[src/rtl/alu_pkg.sv]
// ============================================================================
// Module  : alu_pkg
// Brief   : Opcodes, FSM state encoding and opcode check for the serial ALU.
// Revision: 1.0 - initial release
// ============================================================================
`default_nettype none

package alu_pkg;

  localparam logic [2:0] OP_AND = 3'b000;
  localparam logic [2:0] OP_OR  = 3'b001;
  localparam logic [2:0] OP_ADD = 3'b010;
  localparam logic [2:0] OP_SUB = 3'b110;
  localparam logic [2:0] OP_SLT = 3'b111;

  typedef enum logic [1:0] {
    S_IDLE = 2'd0,
    S_RUN  = 2'd1,
    S_DONE = 2'd2
  } state_t;

  function automatic logic is_legal_op(input logic [2:0] op);
    case (op)
      OP_AND, OP_OR, OP_ADD, OP_SUB, OP_SLT: is_legal_op = 1'b1;
      default:                               is_legal_op = 1'b0;
    endcase
  endfunction

endpackage

`default_nettype wire

[src/rtl/serial_alu_sequencer_if.sv]
// ============================================================================
// Module  : serial_alu_sequencer_if
// Brief   : Request/result bundle between a requester and the serial ALU.
// Revision: 1.0 - initial release
// ============================================================================
`default_nettype none

interface serial_alu_sequencer_if #(
  parameter int WIDTH = 32
);
  logic             start;
  logic [2:0]       op;
  logic [WIDTH-1:0] a;
  logic [WIDTH-1:0] b;
  logic             busy;
  logic             done;
  logic [WIDTH-1:0] result;
  logic             cout;
  logic             zero;
  logic             err;

  modport master (
    output start, op, a, b,
    input  busy, done, result, cout, zero, err
  );

  modport slave (
    input  start, op, a, b,
    output busy, done, result, cout, zero, err
  );
endinterface

`default_nettype wire

[src/rtl/one_bit_alu.sv]
// ============================================================================
// Module  : one_bit_alu
// Brief   : One-bit ALU slice: AND/OR/add/less select with optional B invert.
// Revision: 1.0 - initial release
// ============================================================================
`default_nettype none

module one_bit_alu (
  input  logic       a,
  input  logic       b,
  input  logic       cin,
  input  logic       less,
  input  logic [2:0] op,
  output logic       r,
  output logic       cout
);

  logic w_b;
  logic w_sum;

  assign w_b   = b ^ op[2];
  assign w_sum = a ^ w_b ^ cin;
  assign cout  = (a & w_b) | (a & cin) | (w_b & cin);

  always_comb begin
    r = 1'b0;
    case (op[1:0])
      2'b00:   r = a & w_b;
      2'b01:   r = a | w_b;
      2'b10:   r = w_sum;
      default: r = less;
    endcase
  end

endmodule

`default_nettype wire

[src/rtl/serial_alu_sequencer.sv]
// ============================================================================
// Module  : serial_alu_sequencer
// Brief   : Bit-serial ALU front end driving one one_bit_alu slice LSB first.
// Revision: 1.0 - initial release
// ============================================================================
`default_nettype none

module serial_alu_sequencer
  import alu_pkg::*;
#(
  parameter int WIDTH = 32,
  parameter int CNT_W = $clog2(WIDTH)
) (
  input  logic                   clk,
  input  logic                   reset,
  serial_alu_sequencer_if.slave  bus
);

  state_t           state;
  state_t           state_n;

  logic [WIDTH-1:0] a_q;
  logic [WIDTH-1:0] b_q;
  logic [2:0]       op_q;
  logic             carry;
  logic [CNT_W-1:0] cnt;
  logic [WIDTH-1:0] result_sh;

  logic [WIDTH-1:0] result_q;
  logic             cout_q;
  logic             zero_q;
  logic             err_q;

  logic             slice_r;
  logic             slice_cout;
  logic             last_bit;
  logic             slt_set;
  logic [WIDTH-1:0] final_res;

  one_bit_alu u_slice (
    .a    (a_q[cnt]),
    .b    (b_q[cnt]),
    .cin  (carry),
    .less (1'b0),
    .op   (op_q),
    .r    (slice_r),
    .cout (slice_cout)
  );

  assign last_bit = (cnt == CNT_W'(WIDTH - 1));

  // Sign of a-b corrected for overflow, using the carry out of the top bit.
  assign slt_set = a_q[WIDTH-1] ^ ~b_q[WIDTH-1] ^ slice_cout;

  always_comb begin
    final_res            = result_sh;
    final_res[WIDTH-1]   = slice_r;
    if (op_q == OP_SLT) begin
      final_res = {{(WIDTH-1){1'b0}}, slt_set};
    end
  end

  always_ff @(posedge clk) begin
    if (reset) begin
      state <= S_IDLE;
    end else begin
      state <= state_n;
    end
  end

  always_comb begin
    state_n = state;
    case (state)
      S_IDLE: begin
        if (bus.start) begin
          state_n = is_legal_op(bus.op) ? S_RUN : S_DONE;
        end
      end
      S_RUN: begin
        if (last_bit) begin
          state_n = S_DONE;
        end
      end
      S_DONE:  state_n = S_IDLE;
      default: state_n = S_IDLE;
    endcase
  end

  always_ff @(posedge clk) begin
    if (reset) begin
      a_q       <= '0;
      b_q       <= '0;
      op_q      <= OP_AND;
      carry     <= 1'b0;
      cnt       <= '0;
      result_sh <= '0;
      result_q  <= '0;
      cout_q    <= 1'b0;
      zero_q    <= 1'b1;
      err_q     <= 1'b0;
    end else begin
      case (state)
        S_IDLE: begin
          if (bus.start) begin
            if (is_legal_op(bus.op)) begin
              a_q   <= bus.a;
              b_q   <= bus.b;
              op_q  <= bus.op;
              carry <= bus.op[2];
              cnt   <= '0;
            end else begin
              result_q <= '0;
              cout_q   <= 1'b0;
              zero_q   <= 1'b1;
              err_q    <= 1'b1;
            end
          end
        end
        S_RUN: begin
          result_sh[cnt] <= slice_r;
          carry          <= slice_cout;
          cnt            <= cnt + CNT_W'(1);
          if (last_bit) begin
            result_q <= final_res;
            // Only the arithmetic ops (op[1]=1) expose a carry.
            cout_q   <= op_q[1] & slice_cout;
            zero_q   <= (final_res == '0);
            err_q    <= 1'b0;
          end
        end
        default: ;
      endcase
    end
  end

  assign bus.busy   = (state == S_RUN);
  assign bus.done   = (state == S_DONE);
  assign bus.result = result_q;
  assign bus.cout   = cout_q;
  assign bus.zero   = zero_q;
  assign bus.err    = err_q;

endmodule

`default_nettype wire
[src/flat_wrapper.sv]
// flat-port wrapper written by rule: the top's interface ports become plain ports
module serial_alu_sequencer_flat import alu_pkg::*;
#(
  parameter int WIDTH = 32,
  parameter int CNT_W = $clog2(WIDTH)
)
  (clk, reset, bus_start, bus_op, bus_a, bus_b, bus_busy, bus_done, bus_result, bus_cout, bus_zero, bus_err);
  serial_alu_sequencer_if #(.WIDTH(WIDTH)) bus_i ();
  input  logic clk;
  input  logic reset;
  input wire logic [$bits(bus_i.start)-1:0] bus_start;
  input wire logic [$bits(bus_i.op)-1:0] bus_op;
  input wire logic [$bits(bus_i.a)-1:0] bus_a;
  input wire logic [$bits(bus_i.b)-1:0] bus_b;
  output wire logic [$bits(bus_i.busy)-1:0] bus_busy;
  output wire logic [$bits(bus_i.done)-1:0] bus_done;
  output wire logic [$bits(bus_i.result)-1:0] bus_result;
  output wire logic [$bits(bus_i.cout)-1:0] bus_cout;
  output wire logic [$bits(bus_i.zero)-1:0] bus_zero;
  output wire logic [$bits(bus_i.err)-1:0] bus_err;
  assign bus_i.start = bus_start;
  assign bus_i.op = bus_op;
  assign bus_i.a = bus_a;
  assign bus_i.b = bus_b;
  assign bus_busy = bus_i.busy;
  assign bus_done = bus_i.done;
  assign bus_result = bus_i.result;
  assign bus_cout = bus_i.cout;
  assign bus_zero = bus_i.zero;
  assign bus_err = bus_i.err;
  serial_alu_sequencer #(.WIDTH(WIDTH), .CNT_W(CNT_W)) u_core (.clk(clk), .reset(reset), .bus(bus_i));
endmodule
[config.mk]
export PLATFORM = sky130hd
export DESIGN_NAME = serial_alu_sequencer_flat
export DESIGN_NICKNAME = d
export VERILOG_FILES = /design/src/rtl/alu_pkg.sv /design/src/rtl/serial_alu_sequencer_if.sv /design/src/rtl/one_bit_alu.sv /design/src/rtl/serial_alu_sequencer.sv /design/src/flat_wrapper.sv
export SDC_FILE = /design/constraint.sdc
export NUM_CORES = 1
export LEC_CHECK = 0
export BUFFER_PORTS_ARGS = -buffer_cell sky130_fd_sc_hd__buf_2
export CAP_MARGIN = 20
export CELL_PAD_IN_SITES_DETAIL_PLACEMENT = 0
export CELL_PAD_IN_SITES_GLOBAL_PLACEMENT = 1
export CORE_UTILIZATION = 38
export CTS_BUF_LIST = sky130_fd_sc_hd__clkbuf_8
export CTS_CLUSTER_SIZE = 20
export DETAILED_ROUTE_END_ITERATION = 16
export PLACE_DENSITY = 0.86
export SETUP_SLACK_MARGIN = 0.5
export SKIP_CTS_REPAIR_TIMING = 1
export SYNTH_ARGS = -nofsm -noshare
export SYNTH_HDL_FRONTEND = slang
export SYNTH_SLANG_ARGS = --single-unit
[constraint.sdc]
create_clock -name clk -period 2.9 [get_ports clk]
set_input_delay 0.725 -clock clk [delete_from_list [all_inputs] [get_ports clk]]
set_output_delay 0.725 -clock clk [all_outputs]
set_load 0.03 [all_outputs]
### Yosys cells after proc, flatten, opt, wreduce, memory -nomap -nowiden

Cells that the tools add are included.

* bits in registers: 142
* input bits: 70
* output and inout port bits: 37
* logic and storage cells: 89

* $add $sub $neg: 1
* $lt $le $gt $ge: 2
* eq/ne operators: 14
* muxes and demuxes: 37
* bitwise gates (word level): 13
* reduce and logical (&&, ||, !) cells: 11

Operators by type and width (count)
* $mux 32: 4
* $pmux 32 s2: 1
* $bwmux 32: 1
* $logic_not 32->1: 1
* $mux 1: 16
* $bmux 1 s5: 2
* $mux 5: 2
* $pmux 5 s2: 1
* $eq 3x3->1 const B: 3
* $pmux 1 s2: 4
* $lt 5x6->1 const B: 1
* $mux 2: 3
* $reduce_and 3->1: 2
* $add 5x1->5 const B: 1
* $demux 1 s5: 1
* $eq 5x5->1 const B: 1
* $ge 5x1->1 const B: 1
* $reduce_or 5->1: 1
* $xor 1x1->1: 5
* $and 1x1->1: 4
* $eq 2x1->1 const B: 2
* $eq 2x2->1 const B: 2
* $logic_not 2->1: 2
* $ne 2x1->1 const B: 2
* other kinds (12): 15

### Logic depth before layout (Yosys ltp)

* depth after elaboration: 11
* mapped depth: 13
* mapped depth without buffers: 11

### Cells and area by module

A second synthesis with hierarchy kept.

* cell total of the unflattened synthesis: 689
* area total of the unflattened synthesis: 6043.3 um^2

By module, submodules not included
* serial_alu_sequencer: instances 1, cells each 681, area an instance 5955.7 um^2, seq. area each 2822.7 um^2
* one_bit_alu: instances 1, cells each 8, area an instance 87.6 um^2, seq. area each 0.0 um^2

### Worst setup path after synthesis

No wires, ideal clock.

* path kind: flip-flop to flip-flop
* start point: register u_core.cnt[0]
* end point: register u_core.result_sh[5]
* library setup time: 0.070 ns
* arrival: 3.103 ns
* data required time: 2.830 ns
* setup slack: -0.274 ns
* stages on the path, launching flop included: 13
* buffers on the path: 3
* period minus slack after synthesis: 3.174 ns
* cell sequence: dfxtp_1 > buf_2 > buf_2 > mux4_2 > inv_1 > o22ai_1 > nor4_1 > fa_1 > nor2b_1 > o31a_1 > clkbuf_1 > nand4_1 > a21oi_1

* longest elaborated chain between the ends: 7
* elaborated cells between the ends (all ways): 16
* those cells by class: order compare: 2; mux: 8; bitwise: 5; reduce/logical: 1

Ends and longest elaborated chain
* from (decl): line serial_alu_sequencer.sv:26 `logic [CNT_W-1:0] cnt;`
* from (signal assigned): line serial_alu_sequencer.sv:122 `cnt <= cnt + CNT_W'(1);`
* $bmux 1 s5: line serial_alu_sequencer.sv:42 `.b (b_q[cnt]),`
* $mux 1 (implied by the code): line serial_alu_sequencer.sv:42
* $xor 1x1->1: line one_bit_alu.sv:21 `assign w_b = b ^ op[2];`
* $xor 1x1->1 (2 in series): line one_bit_alu.sv:22 `assign w_sum = a ^ w_b ^ cin;`
* $pmux 1 s3: line one_bit_alu.sv:27 `case (op[1:0])`
* $bwmux 32 (*): line serial_alu_sequencer.sv:120 `result_sh[cnt] <= slice_r;`
* to (signal, indexed assignment): line serial_alu_sequencer.sv:120
* to (decl): line serial_alu_sequencer.sv:27 `logic [WIDTH-1:0] result_sh;`

Every way passes the cells marked *; elsewhere a longest branch is shown, timed or not. The select of a mux whose other input is x is not followed.
A chain may end at the register's enable or synchronous reset.

### Worst setup path in the final report

* start point: register u_core.cnt[1]
* end point: register u_core.zero_q, in the netlist u_core.bus.zero

* longest elaborated chain between the ends: 11
* elaborated cells between the ends (all ways): 22
* those cells by class: eq/ne: 2; mux: 8; bitwise: 10; reduce/logical: 2

Ends and longest elaborated chain
* $bmux 1 s5: line serial_alu_sequencer.sv:42
* $mux 1 (implied by the code): line serial_alu_sequencer.sv:42
* $xor 1x1->1: line one_bit_alu.sv:21
* $and 1x1->1: line one_bit_alu.sv:23, one_bit_alu.sv:28
* $or 1x1->1 (2 in series): line one_bit_alu.sv:23 `assign cout = (a & w_b) | (a & cin) | (w_b & cin);`
* $xor 1x1->1: line serial_alu_sequencer.sv:53 `assign slt_set = a_q[WIDTH-1] ^ ~b_q[WIDTH-1] ^ slice_cout;`
* $mux 32: line serial_alu_sequencer.sv:58 `if (op_q == OP_SLT) begin`
* $logic_not 32->1: line serial_alu_sequencer.sv:127 `zero_q <= (final_res == '0);`
* $mux 1: line serial_alu_sequencer.sv:123 `if (last_bit) begin`
* $pmux 1 s2: line serial_alu_sequencer.sv:102 `case (state)`
* to (signal assigned): line serial_alu_sequencer.sv:127
* to (decl): line serial_alu_sequencer.sv:31 `logic zero_q;`

Parallel ways exist; a longest one is shown, timed or not. The select of a mux whose other input is x is not followed.

==> results.yml <==
global_route:
  grt-ovfl-total: 0
  grt_util_met2_pct: 30.37
  grtUsageMet1_pct: 25.16
  grt.met3_usage_pct: 4.633
  grt_pass1_wl_mm: 24.50
  grt_pass1_vias: 4903
  grtUsageTotal_pct: 19.01
  antenna_found_initial: 0
  grt_max_degree: 70
  busiest_layer: "met2"
detailed_routing:
  wl_per_cell_um: 14.57
  routed_via_density: 5.079
  vias: 5384
  wl_mm: 15.44
  drt-initial-drc-count: 361
  drc: 0
  drt-pass1-iter-count: 4
  final_antenna_net_count: 0
timing:
  clock-skew-final_ns: 0.01014
  hold_ws_ns: 0.4544
  drv_slew: 0
  fin_crit_ns: 2.857
  finalCritPeriodShare_pct: 98.51
  max_freq_mhz: 350.0
  setup_tns_ns: 0
  fin_ws_ns: 0.04307
  final-hold-violation-count: 0
  setup_viol: 0
  rsz0062_at_grt: "yes"
  worst_slew_pin_slew_ns: 0.6812
  relSlewSlack_pct: 54.59
clocking:
  cts_buffer_depth: 2
  clock_latency_ns: 0.45
  cts-htree-levels: 4
  cts_buffers: 17
  cts_tree: "yes"
  cts_sinks: 141
  clkSlewWorstSetupHoldPaths_ns: 0.07
  cts-root-buf: "clkbuf_8"
finish:
  final_common_cell: "nand2_1"
  layout-drive-gt1-share_pct: 29.21
  post-route-util_pct: 49.75
  nFillCells: 1547
  seq_area_sq_um: 2843
  multiInputGateArea_sq_um: 3107
  layout_common_cells: "nand2_1, dfxtp_1, buf_2"
  finalNetCount: 914
  area_delta_synth_final_pct: 26.82
  antenna_cells: 0
  instances_no_fill: 1060
setup_path:
  r2r-start: "u_core.cnt[1]"
  reg2reg_to: "u_core.bus.zero"
  rrSetupSlack_ns: 0.04
  cp.required_ns: 3.27
  worstSetupStartpointType: "flip-flop"
  endpoint_kind: "flip-flop"
  worstSetupPathType: "flip-flop to flip-flop"
  crit_arrival_ns: 3.23
  reg2regPathDepth: 12
  path_max_fanout: 8
floorplanning:
  io_pins: 107
  die_x_um: 127.7
  start_util_pct: 39.23
  die_h_um: 127.7
  dieArea_sq_um: 16320
  fp-row-count: 45
  design.core.area_sq_um: 15310
status:
  outcome: "completed"
power_and_ir_drop:
  leakage_nw: 2.882
  power_frac_seq_pct: 51.5
  ir_drop_uv: 262.1
  p_per_area_nw_per_um2: 519.9
  switching_share_pct: 25.83
  p_int_mw: 2.939
  p_comb_share_pct: 12.5
  p_sw_mw: 1.023
  power.clock.fraction_pct: 36.0
logic_synthesis:
  synth_cell_type_count: 44
  ys_seq_area_share_pct: 46.98
  yosysWarnings: 0
  avgSynthCellArea_sq_um: 8.163
  syn_inst: 736
  syn_area_sq_um: 6008
  ys_seq_elements: 141
  syn_nets: 814
placement:
  gp_congestion: 0.8336
  pre_cts_ws_ns: 0.009511
  place.port_buffers: 106
  place_inst: 1016
  hpwl_mm: 10.13
hold_path:
  hold_start: "u_core.a_q[5]"
  hp-class: "flip-flop to flip-flop"
  hold_depth: 2
  hold_path_end: "u_core.a_q[5]"
job:
  cap_violations: 0
per-layer routing:
layer	share of wire (%)	up-vias
li1	-	2719
met1	47	2532
met2	47	115
met3	4.0	18
met4	1.5	0
met5	0	-
logic make-up (layout without fill, tap and decap cells):
| family | after synthesis | after routing | synth area share, % |
|---|---|---|---|
| and+or+nand+nor | 289 | 289 | 20.68 |
| xor gates and xnor gates | 5 | 5 | 0.9788 |
| adders and majority gates | 8 | 8 | 1.791 |
| DFF | 141 | 141 | 46.98 |
| buffers and inverters | 74 | 187 | 5.227 |
| AOI/OAI and AO/OA | 193 | 193 | 18.33 |
| muxes | 26 | 26 | 6.018 |
cell usage after synthesis, drive strengths merged:
master | number | area (sq um)
and3b | 2 | 17.52
or3 | 1 | 6.260
nand3b | 5 | 37.54
o221ai | 1 | 8.760
nor4 | 9 | 71.32
mux2i | 17 | 170.2
or4 | 2 | 15.01
xor2 | 1 | 8.760
nor2 | 67 | 251.5
clkbuf | 47 | 176.4
mux4 | 8 | 180.2
xor3 | 1 | 23.77
nand2b | 2 | 12.51
or3b | 4 | 35.03
nand3 | 3 | 15.01
fa | 1 | 20.02
nand4 | 7 | 43.79
o22ai | 8 | 50.05
nand2 | 173 | 649.4
nor3b | 1 | 7.510
nor3 | 3 | 15.01
and3 | 2 | 12.51
o211ai | 1 | 7.510
nor2b | 6 | 37.54
xnor2 | 3 | 26.28
o31a | 2 | 17.52
o22a | 1 | 8.760
ha | 7 | 87.58
a32oi | 2 | 17.52
mux2 | 1 | 11.26
a211oi | 2 | 15.01
buf | 15 | 92.58
inv | 12 | 45.04
a21oi | 102 | 510.5
o32a | 2 | 20.02
a21o | 1 | 7.510
or2 | 2 | 15.02
dfxtp | 141 | 2823
o21ai | 38 | 190.2
a22oi | 33 | 247.7
worst max-delay path by stage:
stage,to,startpoint,slack (ns),cells after the start
5_1_grt,u_core.result_sh[27],u_core.cnt[0],-0.08,11
3_5_place_dp,u_core.result_sh[2],u_core.cnt[0],0.01,11
2_1_floorplan,u_core.result_sh[5],u_core.cnt[0],0.17,12
3_3_place_gp,u_core.result_sh[5],u_core.cnt[1],0.04,12
4_1_cts,u_core.result_sh[6],u_core.cnt[4],-0.02,11
6_report,u_core.bus.zero,u_core.cnt[1],0.04,12
sequential cells by signal, indices dropped and copies added, names as in the netlist:
name	count
u_core.a_q	32
u_core.b_q	32
u_core.bus.cout	1
u_core.bus.err	1
u_core.bus.result	32
u_core.bus.zero	1
u_core.carry	1
u_core.cnt	5
u_core.op_q	3
u_core.result_sh	31
u_core.state	2
area by class of cell:
cell class,count,area share (%)
Multi-Input combinational cell,521,40.77
Inverter,12,0.5911
Clock buffer,20,3.612
Sequential cell,141,37.31
Tap cell,211,3.465
Clock inverter,12,1.084
Timing Repair Buffer,143,13.17
critical path: stages, from the launching register on:
cell	delay [ns]
dfxtp_4	0.38
clkbuf_16	0.17
mux2i_1	0.22
o22ai_1	0.11
o21ai_0	0.17
nand4_1	0.20
xnor2_2	0.21
fa_1	0.49
nor2b_1	0.05
o31a_4	0.41
nor2_1	0.12
nand2_1	0.08
o211ai_1	0.17
power by group through the flow:
| stage | combinational (mW) | clock, mW | sequential [mW] |
|---|---|---|---|
| floorplan | 0.301 | 0 | 2.07 |
| global placement | 0.422 | 0 | 2.08 |
| detailed placement | 0.424 | 0 | 2.09 |
| CTS | 0.426 | 1.46 | 2.04 |
| global route | 0.541 | 1.55 | 2.05 |
| finish | 0.493 | 1.43 | 2.04 |
through the flow:
step | total power [mW] | cell area [sq um]
2_1_floorplan | 2.371 | 6105
3_3_place_gp | 2.505 | 6853
3_5_place_dp | 2.510 | 6853
4_1_cts | 3.928 | 7211
5_1_grt | 4.143 | 7620
6_report | 3.962 | 7620
Note: power is estimated with default switching activity, not from simulation.
